===== src/rtl/uart_tx_queue.sv =====
// uart_tx_queue: circular FIFO in front of a UART transmitter.
// Words written by a host are queued and handed to the transmitter one at a
// time. Each hand-off is a single-cycle send_request. The next word is not
// offered until the transmitter reports tx_done.
module uart_tx_queue #(
    parameter int DATA_BITS = 8,
    parameter int DEPTH     = 16,
    localparam int ADDR_WIDTH = $clog2(DEPTH)
) (
    input  logic                  clk,
    input  logic                  reset,
    input  logic                  wr_en,
    input  logic [DATA_BITS-1:0]  wr_data,
    input  logic                  overflow_clr,
    input  logic                  tx_busy,
    input  logic                  tx_done,
    output logic                  send_request,
    output logic [DATA_BITS-1:0]  tx_data,
    output logic                  fifo_full,
    output logic                  fifo_empty,
    output logic [ADDR_WIDTH:0]   fifo_count,
    output logic                  overflow,
    output logic                  sending
);

    localparam logic [0:0] ST_IDLE      = 1'b0;
    localparam logic [0:0] ST_WAIT_DONE = 1'b1;

    localparam logic [ADDR_WIDTH:0]   FULL_COUNT = (ADDR_WIDTH+1)'(DEPTH);
    localparam logic [ADDR_WIDTH:0]   COUNT_ONE  = (ADDR_WIDTH+1)'(1);
    localparam logic [ADDR_WIDTH-1:0] PTR_ONE    = ADDR_WIDTH'(1);

    // Storage is deliberately left out of reset so it can map onto RAM.
    logic [DATA_BITS-1:0] mem [DEPTH];

    logic [0:0]            state_q, state_d;
    logic [ADDR_WIDTH-1:0] rd_ptr_q, rd_ptr_d;
    logic [ADDR_WIDTH-1:0] wr_ptr_q, wr_ptr_d;
    logic [ADDR_WIDTH:0]   count_q, count_d;
    logic                  send_request_q, send_request_d;
    logic [DATA_BITS-1:0]  tx_data_q, tx_data_d;
    logic                  overflow_q, overflow_d;
    logic                  sending_q, sending_d;

    logic full_w;
    logic empty_w;
    logic wr_accept;
    logic pop;

    assign full_w  = (count_q == FULL_COUNT);
    assign empty_w = (count_q == '0);

    // A write is accepted only when the FIFO was not full before the edge, so
    // a pop in the same cycle never makes room for it.
    assign wr_accept = wr_en && !full_w;
    // Pops happen only on the IDLE->WAIT_DONE transition. Because this uses
    // the pre-edge count, a word written into an empty FIFO cannot bypass.
    assign pop = (state_q == ST_IDLE) && !empty_w && !tx_busy;

    // Next-state logic for pointers, count, overflow flag and handshake FSM.
    always_comb begin
        state_d        = state_q;
        rd_ptr_d       = rd_ptr_q;
        wr_ptr_d       = wr_ptr_q;
        count_d        = count_q;
        send_request_d = 1'b0;
        tx_data_d      = tx_data_q;
        overflow_d     = overflow_q;
        sending_d      = sending_q;

        if (wr_accept) begin
            wr_ptr_d = wr_ptr_q + PTR_ONE;
        end

        case ({wr_accept, pop})
            2'b10:   count_d = count_q + COUNT_ONE;
            2'b01:   count_d = count_q - COUNT_ONE;
            default: count_d = count_q;
        endcase

        // Set has priority over clear so an overflow is never lost.
        if (wr_en && full_w) begin
            overflow_d = 1'b1;
        end else if (overflow_clr) begin
            overflow_d = 1'b0;
        end

        case (state_q)
            ST_IDLE: begin
                // tx_done arriving here is stale and is ignored.
                if (pop) begin
                    tx_data_d      = mem[rd_ptr_q];
                    rd_ptr_d       = rd_ptr_q + PTR_ONE;
                    send_request_d = 1'b1;
                    sending_d      = 1'b1;
                    state_d        = ST_WAIT_DONE;
                end
            end
            ST_WAIT_DONE: begin
                // tx_busy is not consulted; only tx_done ends the transfer.
                if (tx_done) begin
                    sending_d = 1'b0;
                    state_d   = ST_IDLE;
                end
            end
            default: begin
                state_d = ST_IDLE;
            end
        endcase
    end

    // Control and status registers with asynchronous reset.
    always_ff @(posedge clk or posedge reset) begin
        if (reset) begin
            state_q        <= ST_IDLE;
            rd_ptr_q       <= '0;
            wr_ptr_q       <= '0;
            count_q        <= '0;
            send_request_q <= 1'b0;
            tx_data_q      <= '1;
            overflow_q     <= 1'b0;
            sending_q      <= 1'b0;
        end else begin
            state_q        <= state_d;
            rd_ptr_q       <= rd_ptr_d;
            wr_ptr_q       <= wr_ptr_d;
            count_q        <= count_d;
            send_request_q <= send_request_d;
            tx_data_q      <= tx_data_d;
            overflow_q     <= overflow_d;
            sending_q      <= sending_d;
        end
    end

    // FIFO storage write port.
    always_ff @(posedge clk) begin
        if (wr_accept) begin
            mem[wr_ptr_q] <= wr_data;
        end
    end

    assign send_request = send_request_q;
    assign tx_data      = tx_data_q;
    assign fifo_full    = full_w;
    assign fifo_empty   = empty_w;
    assign fifo_count   = count_q;
    assign overflow     = overflow_q;
    assign sending      = sending_q;

endmodule


===== config.mk =====
export PLATFORM = sky130hd
export DESIGN_NAME = uart_tx_queue
export DESIGN_NICKNAME = d
export VERILOG_FILES = /design/src/rtl/uart_tx_queue.sv
export SDC_FILE = /design/constraint.sdc
export NUM_CORES = 1
export LEC_CHECK = 0
export ABC_AREA = 1
export CORE_MARGIN = 5
export CORE_UTILIZATION = 40
export DETAILED_ROUTE_END_ITERATION = 8
export PLACE_DENSITY_LB_ADDON = 0.12
export SLEW_MARGIN = 20
export SYNTH_ARGS = -nofsm -noshare
export SYNTH_HDL_FRONTEND = slang
export SYNTH_SLANG_ARGS = --single-unit

===== constraint.sdc =====
create_clock -name clk -period 2.8 [get_ports clk]
set_clock_uncertainty 0.2 [all_clocks]
set_input_delay 0.42 -clock clk [delete_from_list [all_inputs] [get_ports clk]]
set_output_delay 0.42 -clock clk [all_outputs]
set_load 0.01 [all_outputs]

==> results of run 1 <==
-- critical path, cell delays in order (launching register included) --
cell and delay (ns):
dfrtp_1 0.43, nor2_1 0.25, nand3_2 0.15, inv_1 0.09, clkdlybuf4s50_1 0.53
-- worst max path at each step --
stage                  start       endpoint  slack [ns]  cells after the start
3_5_place_dp         tx_busy  fifo_count[4]        0.22                     14
5_1_grt        fifo_count[0]      fifo_full        0.21                      4
4_1_cts        fifo_count[0]      fifo_full        0.27                      4
2_1_floorplan  fifo_count[0]  fifo_count[4]        0.57                     14
3_3_place_gp         tx_busy  fifo_count[4]        0.28                     14
6_report       fifo_count[0]      fifo_full        0.30                      4
-- through the flow --
stage / power [mW] / cells
floorplan: 4.94 / 520
finish: 8.18 / 795
detailed placement: 5.86 / 764
global route: 8.70 / 795
global placement: 5.82 / 764
CTS: 8.29 / 795
-- final cells by class --
class | count | share of cell area [%]
clock buffers | 21 | 5.80
well taps | 216 | 3.56
clock inverters | 10 | 2.31
multi-input cells | 315 | 21.1
inverters | 23 | 1.17
flip-flops and latches | 153 | 59.1
repair buffers | 57 | 6.99
-- cells by family (layout without fill, tap and decap cells) --
| kind of cell | Yosys count | count (layout) |
|---|---|---|
| XOR/XNOR | 11 | 11 |
| flip-flops | 153 | 153 |
| buffers and inverters | 52 | 111 |
| AND/OR/NAND/NOR | 187 | 187 |
| AO/OA/AOI/OAI | 110 | 110 |
| adder cells (fa/ha/maj) | 7 | 7 |
-- state kept, by name (all words and copies together), names as in the netlist --
| signal | count |
|---|---|
| wr_ptr_q | 4 |
| mem | 128 |
| overflow | 1 |
| state_q | 1 |
| tx_data | 8 |
| rd_ptr_q | 4 |
| send_request | 1 |
| fifo_count | 5 |
| sending | 1 |
-- placed cells by master, fill, tap and decap left out, drive strengths merged --
master and instances:
bufinv 5, o211ai 32, clkbuf 21, inv 21, clkdlybuf4s50 31, buf 26
dfstp 8, nand3 25, dfrtp 17, clkinv 6, edfxtp 128, a31oi 8
xor2 8, clkinvlp 1, o21ai 70, ha 7, nand2 32, nand4 3
xnor2 3, nor2 127
-- power breakdown --
| part | total [mW] | switching [mW] | internal [mW] |
|---|---|---|---|
| logic | 2.62 | 1.63 | 0.990 |
| registers | 3.15 | 0.267 | 2.88 |
| clock network | 2.41 | 0.846 | 1.57 |
| total | 8.18 | 2.74 | 5.44 |
-- per-layer routing --
| metal | vias to the layer above | GRT usage (%) | share of wire [%] |
|---|---|---|---|
| met5 | - | 0 | 0 |
| met4 | 0 | 6.05 | 2.0 |
| met3 | 19 | 4.40 | 5.3 |
| met2 | 94 | 26.5 | 48 |
| met1 | 1991 | 22.2 | 45 |
| li1 | 1937 | - | - |
==> summary.md, run 1 <==
| Metric | Value |
|---|---|
| Leak Pwr | between 2 and 3 nW |
| Area of the die | approximately 0.019 sq mm |
| Root Buffer | clkbuf_16 |
| Layout cell share with drive strength beyond 1 | about an eighth |
| N_diodes | 0 |
| Fillcell total | between 1,000 and 1,500 |
| Synth-to-Final Area Change | 19.0% |
| Htree depth | 4 |
| EDFF count, synth | between 100 and 150 |
| Combinational family with the most area after synthesis | simple AND/OR/NAND/NOR gates |
| Post-synthesis sequential area ratio | roughly 70% |
| Post-synth cell types | 29 |
| Max Cap Violations | 0 |
| Commonest cells post-synth | 128 x edfxtp_1, 125 x nor2_1, 59 x o21ai_0, 32 x o211ai_1, 30 x nand2_1 |
| Core Box Area | 0.0158 sq mm |
| Syn nets | 541 |
| Fraction of registers with async set or reset after synthesis | 16.3% |
| Cells after Synth | 520 |
| Reg2Reg Depth | 14 |
| Min-delay worst type | input port to async pin |
| DP Area | between 0.006 and 0.007 sq mm |
| Peak VDD IR | about 0.53 mV |
| Post-synthesis adder-cell area fraction | ~1.4% |
| Relative slew slack | around half |
| Slew @ Worst Pin | approximately 0.76 ns |
| CP arrival | roughly 1.9 ns |
| Period utilization | about 89% |
| Max Buffers Root-to-Sink | 2 |
| Final Cell Area | ~0.0076 sq mm |
| Mux contribution to synthesized area | 0% |
| Count leader, synth | edfxtp_1 |
| Max-slew violations | 0 |
| Data required time at the worst endpoint | 2.18 ns |
| Total CTS buffers | 17 |
| RSZ-0062 raised after global routing | no |
| Compound-Gate Fraction of Synth Area | 10.1% |
| Tmin final | around 2.5 ns |
| Dominant synthesized flop cell | edfxtp_1 |
| Initial Utilization | 40.4% |
| Placement Setup Slack | approximately 0.22 ns |
| Crit end category | output pin |
| Total I/O pin count | 32 |
| Total track usage | between 10% and 20% |
| Ys Warns | 0 |
| CP Max Fanout | 5 |
| Synth Area in Simple Gates | 12.2% |
| Top cell type by total area after synthesis | edfxtp_1 |
| Port bufs | 31 |
| Largest net degree at the start of global routing | 36 |
| Post-Syn Area | around 0.0064 sq mm |
| Final setup vio count | 0 |
| Reg clk slew, reported paths | 0.06 ns |
| Largest cells by area after synthesis | edfxtp_1 60%, nor2_1 7.4%, dfrtp_1 6.7% |
| Outcome | finished clean |
| Routed Antenna Nets | 0 |
| WL final | 14.5 mm |
| Post_cts resized | 0 |
| GR Overflow Total | 0 |
| Drt pass-1 iters | 4 |
| Internal reg-to-reg setup slack | 0.44 ns |
| Post-CTS Setup Bufs | 0 |
| RR Endpoint | fifo_count[4] |
| Synth Area per Inst | 12.3 sq um |
| Setup TNS | 0 ns |
| Final HPWL DP | a little over 9 mm |
| TritonCTS clock tree | done |
| Post-synth top area share | around 60% |
| Clock sinks | between 150 and 200 |
| Die height | about 140 um |
| Clk_lat worst skew | 0.42 ns |
| Final GP Congestion | between 0.7 and 0.8 |
| Hold Slack | around 0.16 ns |
| Crit path launch type | flip-flop |
| Vias in the first global route | 3,971 |
| # rows | 46 |
| Initial antenna violation count | 0 |
| Post-synthesis xor/xnor area fraction | 1.51% |
| First-pass GRT wire length | 22.8 mm |
| Seq cells post-synth | about 150 |
| Routed vias/inst | just over 5 |
| Fin. Hold Viols | 0 |
| # DRC | 0 |
| Die width | between 100 and 150 um |
| Routed len/inst | around 18 um |
| Fmax | approximately 400 MHz |
| Critical path class | flip-flop to output pin |
| Worst r2r src | fifo_count[0] |
| DRT iter0 DRCs | 320 |
| Final layout net count | just under 600 |
| Area occupied by multi-input gates | approximately 0.0016 sq mm |
| Final core occ | between 40% and 50% |
| Hold Buf Count CTS | 0 |
| PnR worst setup slack | approximately 0.3 ns |
| Via Count | approximately 4,000 |
| Register area | 0.00448 sq mm |
| Pwr/cell area | around 1100 mW/mm^2 |
Power figures use the tool's default switching activity.
==> run 2, diff against run 1 <==
ABC_AREA = default   (was 1)
==> summary.md, run 2 <==
| Metric | Value |
|---|---|
| Synth-to-Final Area Change | 21.1% |
| Critical path class | flip-flop to output pin |
| Setup TNS | 0 ns (unchanged) |
| Seq cells post-synth | 153 (unchanged) |
| Die width | 135 um (-1.2%) |
| Core Box Area | 0.0152 sq mm (-3.6%) |
| TritonCTS clock tree | done |
| Reg2Reg Depth | 10 (-4) |
| CP Max Fanout | 3 (-2) |
| Area occupied by multi-input gates | 0.00159 sq mm (-0.70%) |
| Max reg flops | 128 (unchanged) |
| # DRC | 0 (unchanged) |
| Root Buffer | clkbuf_16 |
| Drt pass-1 iters | 4 (unchanged) |
| Initial Utilization | 40.8% (+0.39 points) |
| Total I/O pin count | 32 (unchanged) |
| Cells after Synth | 329 (-37%) |
| Vias in the first global route | 3,309 (-17%) |
| # rows | 45 (-2.2%) |
| Port bufs | 31 (unchanged) |
| GR Overflow Total | 0 (unchanged) |
| CP arrival | 1.94 ns (+0.06 ns) |
| Clock sinks | 153 (unchanged) |
| Most frequent cells in the layout | 128 x edfxtp_1, 32 x mux4_2, 31 x clkdlybuf4s50_1 |
| Fillcell total | 1,259 (-13%) |
| Via Count | 3,068 (-24%) |
| Commonest non-fill, non-tap cell in the layout | edfxtp_1 |
| Post-CTS Setup Bufs | 0 (unchanged) |
| Htree depth | 4 (unchanged) |
| Fin. Hold Viols | 0 (unchanged) |
| N_diodes | 0 (unchanged) |
| Crit path launch type | flip-flop |
| Max-slew violations | 0 (unchanged) |
| Routed Antenna Nets | 0 (unchanged) |
| Layout cell share with drive strength beyond 1 | 27.7% (+16 points) |
| Pwr/cell area | 1040 mW/mm^2 (-3.2%) |
| Max Cap Violations | 0 (unchanged) |
| Leak Pwr | 2.60 nW (-2.9%) |
| Final core occ | 49.4% (+1.3 points) |
| Fraction of registers with async set or reset after synthesis | 16.3% (unchanged) |
| Fmax | 391 MHz (-2.2%) |
| Largest cells by area after synthesis | edfxtp_1 62%, mux4_2 12%, dfrtp_1 6.9% |
| Bufs and invs on worst path | 2 (unchanged) |
| Crit end category | output pin |
| Area of the die | 0.0181 sq mm (-2.5%) |
| Critical-path top delay cell | clkdlybuf4s50_1 |
| Final setup vio count | 0 (unchanged) |
| Relative slew slack | 60.1% (+11 points) |
| Register area | 0.00448 sq mm (about the same) |
| Internal reg-to-reg setup slack | 0.28 ns (-0.16 ns) |
| Reg clk slew, reported paths | 0.06 ns (about the same) |
| Post-synthesis sequential area ratio | 72.2% (+1.9 points) |
| Commonest cells post-synth | 128 x edfxtp_1, 32 x mux4_2, 24 x nand2_1, 17 x dfrtp_1, 16 x mux2i_1 |
| Data required time at the worst endpoint | 2.18 ns (about the same) |
| Post-synth cell types | 39 (+34%) |
| First-pass GRT wire length | 19.8 mm (-13%) |
| Outcome | finished clean |
| Peak VDD IR | 0.465 mV (-12%) |
| Post-synth top area share | 62.0% (+1.7 points) |
| Biggest register | mem |
| Final GP Congestion | 0.806 (+3.9%) |
| Top cell type by total area after synthesis | edfxtp_1 |
| PnR Total Power | 7.84 mW (-4.2%) |
| Final layout net count | 409 (-30%) |
| Critical Path, Cell by Cell | nor4_2 -> nand2_1 -> inv_1 -> clkdlybuf4s50_1 |
| Inst Count DP | 557 (-27%) |
| Placement Setup Slack | 0.161 ns (-0.0605 ns) |
| Post_cts resized | 0 (unchanged) |
| Die height | 135 um (-1.2%) |
| PnR worst setup slack | 0.244 ns (-0.0561 ns) |
| EDFF count, synth | 128 (unchanged) |
| Post-Syn Area | 0.00620 sq mm (-2.7%) |
| Final HPWL DP | 7.78 mm (-15%) |
| Max Buffers Root-to-Sink | 2 (unchanged) |
| Dominant synthesized flop cell | edfxtp_1 |
| Routed vias/inst | 5.21 (+2.5%) |
| Clk_lat worst skew | 0.42 ns (about the same) |
| Cell family with the largest share of critical-path delay | buffers and inverters |
| Worst r2r src | fifo_count[0] |
| Syn nets | 350 (-35%) |
| RSZ-0062 raised after global routing | no |
| Min-delay worst type | input port to async pin |
| Total track usage | 15.1% (-1.6 points) |
| Period utilization | 91.3% (+2.0 points) |
| DRT iter0 DRCs | 160 (-50%) |
| Total CTS buffers | 17 (unchanged) |
| RR Endpoint | fifo_count[3] |
| Count leader, synth | edfxtp_1 |
| Hold Buf Count CTS | 0 (unchanged) |
| Tmin final | 2.56 ns (+0.0561 ns) |
| Routed len/inst | 21.3 um (+16%) |
| Slew @ Worst Pin | 0.597 ns (-0.164 ns) |
| Synth Area per Inst | 18.9 sq um (+54%) |
| Crit path largest cell delay | 0.53 ns (about the same) |
| Initial antenna violation count | 0 (unchanged) |
| Ys Warns | 0 (unchanged) |
| Largest net degree at the start of global routing | 35 (-2.8%) |
| WL final | 12.5 mm (-14%) |
| Post-Layout Cell Count | 589 (-26%) |
-- run 2: cell count changes in the layout (fill, tap and decap cells not counted), moves of 4 or more --
cell	change
nor3_1	+5
xor2_1	-4
mux2i_1	+16
nand3_1	-20
xnor2_1	+5
nor2_1	-110
inv_1	-9
nand2_1	-6
mux4_2	+32
o211ai_1	-31
o21ai_0	-56
a31oi_1	-7
o21ai_1	-11
o221ai_2	+8
-- run 2: worst max path at each step --
stage             startpoint            end  slack, ns  cells past startpoint
2_1_floorplan  fifo_count[1]  fifo_count[2]       0.03                     14
3_3_place_gp         tx_busy  fifo_count[4]       0.16                     11
3_5_place_dp         tx_busy  fifo_count[3]       0.16                      9
4_1_cts        fifo_count[0]      fifo_full       0.19                      4
5_1_grt        fifo_count[0]  fifo_count[3]       0.05                     10
6_report       fifo_count[0]      fifo_full       0.24                      4
-- run 2: cell families after synthesis --
| kind of cell | share of synthesized area [%] |
|---|---|
| flip-flops | 72.2 |
| AND/OR/NAND/NOR | 4.88 |
| multiplexers | 14.4 |
| buffers and inverters | 2.38 |
| AO/OA/AOI/OAI | 3.05 |
| XOR/XNOR | 1.69 |
| adder cells (fa/ha/maj) | 1.41 |
-- run 2: tightest hold or removal path, stage by stage --
cell and delay (ns):
clkdlybuf4s50_1 0.39, inv_1 0.05, buf_4 0.33
-- run 2: area by class of cell --
cell class	count	area share (%)
Inverter	10	0.600
Clock inverter	8	1.88
Timing Repair Buffer	58	7.16
Sequential cell	153	59.7
Clock buffer	24	6.41
Multi-Input combinational cell	148	21.2
Tap cell	188	3.13
-- run 2: layer usage --
| layer | track usage (%) | vias to the layer above | part of all wire (%) |
|---|---|---|---|
| met5 | 0 | - | 0 |
| met4 | 6.00 | 0 | 1.7 |
| met3 | 3.84 | 15 | 2.7 |
| met2 | 24.1 | 53 | 49 |
| met1 | 20.1 | 1592 | 46 |
| li1 | - | 1408 | - |
-- run 2: stage by stage --
| stage | hold slack (ns) | area (sq um) |
|---|---|---|
| CTS | 0.173 | 7510 |
| global placement | 0.266 | 6890 |
| detailed placement | 0.270 | 6890 |
| floorplan | 0.241 | 6220 |
| finish | 0.165 | 7510 |
| global route | 0.207 | 7510 |
-- run 2: where the power goes --
group          internal [mW]  switching, mW  total [mW]
clock                   1.56          0.843        2.40
combinational           1.17           1.14        2.31
sequential              2.88          0.250        3.13
total                   5.60           2.24        7.84
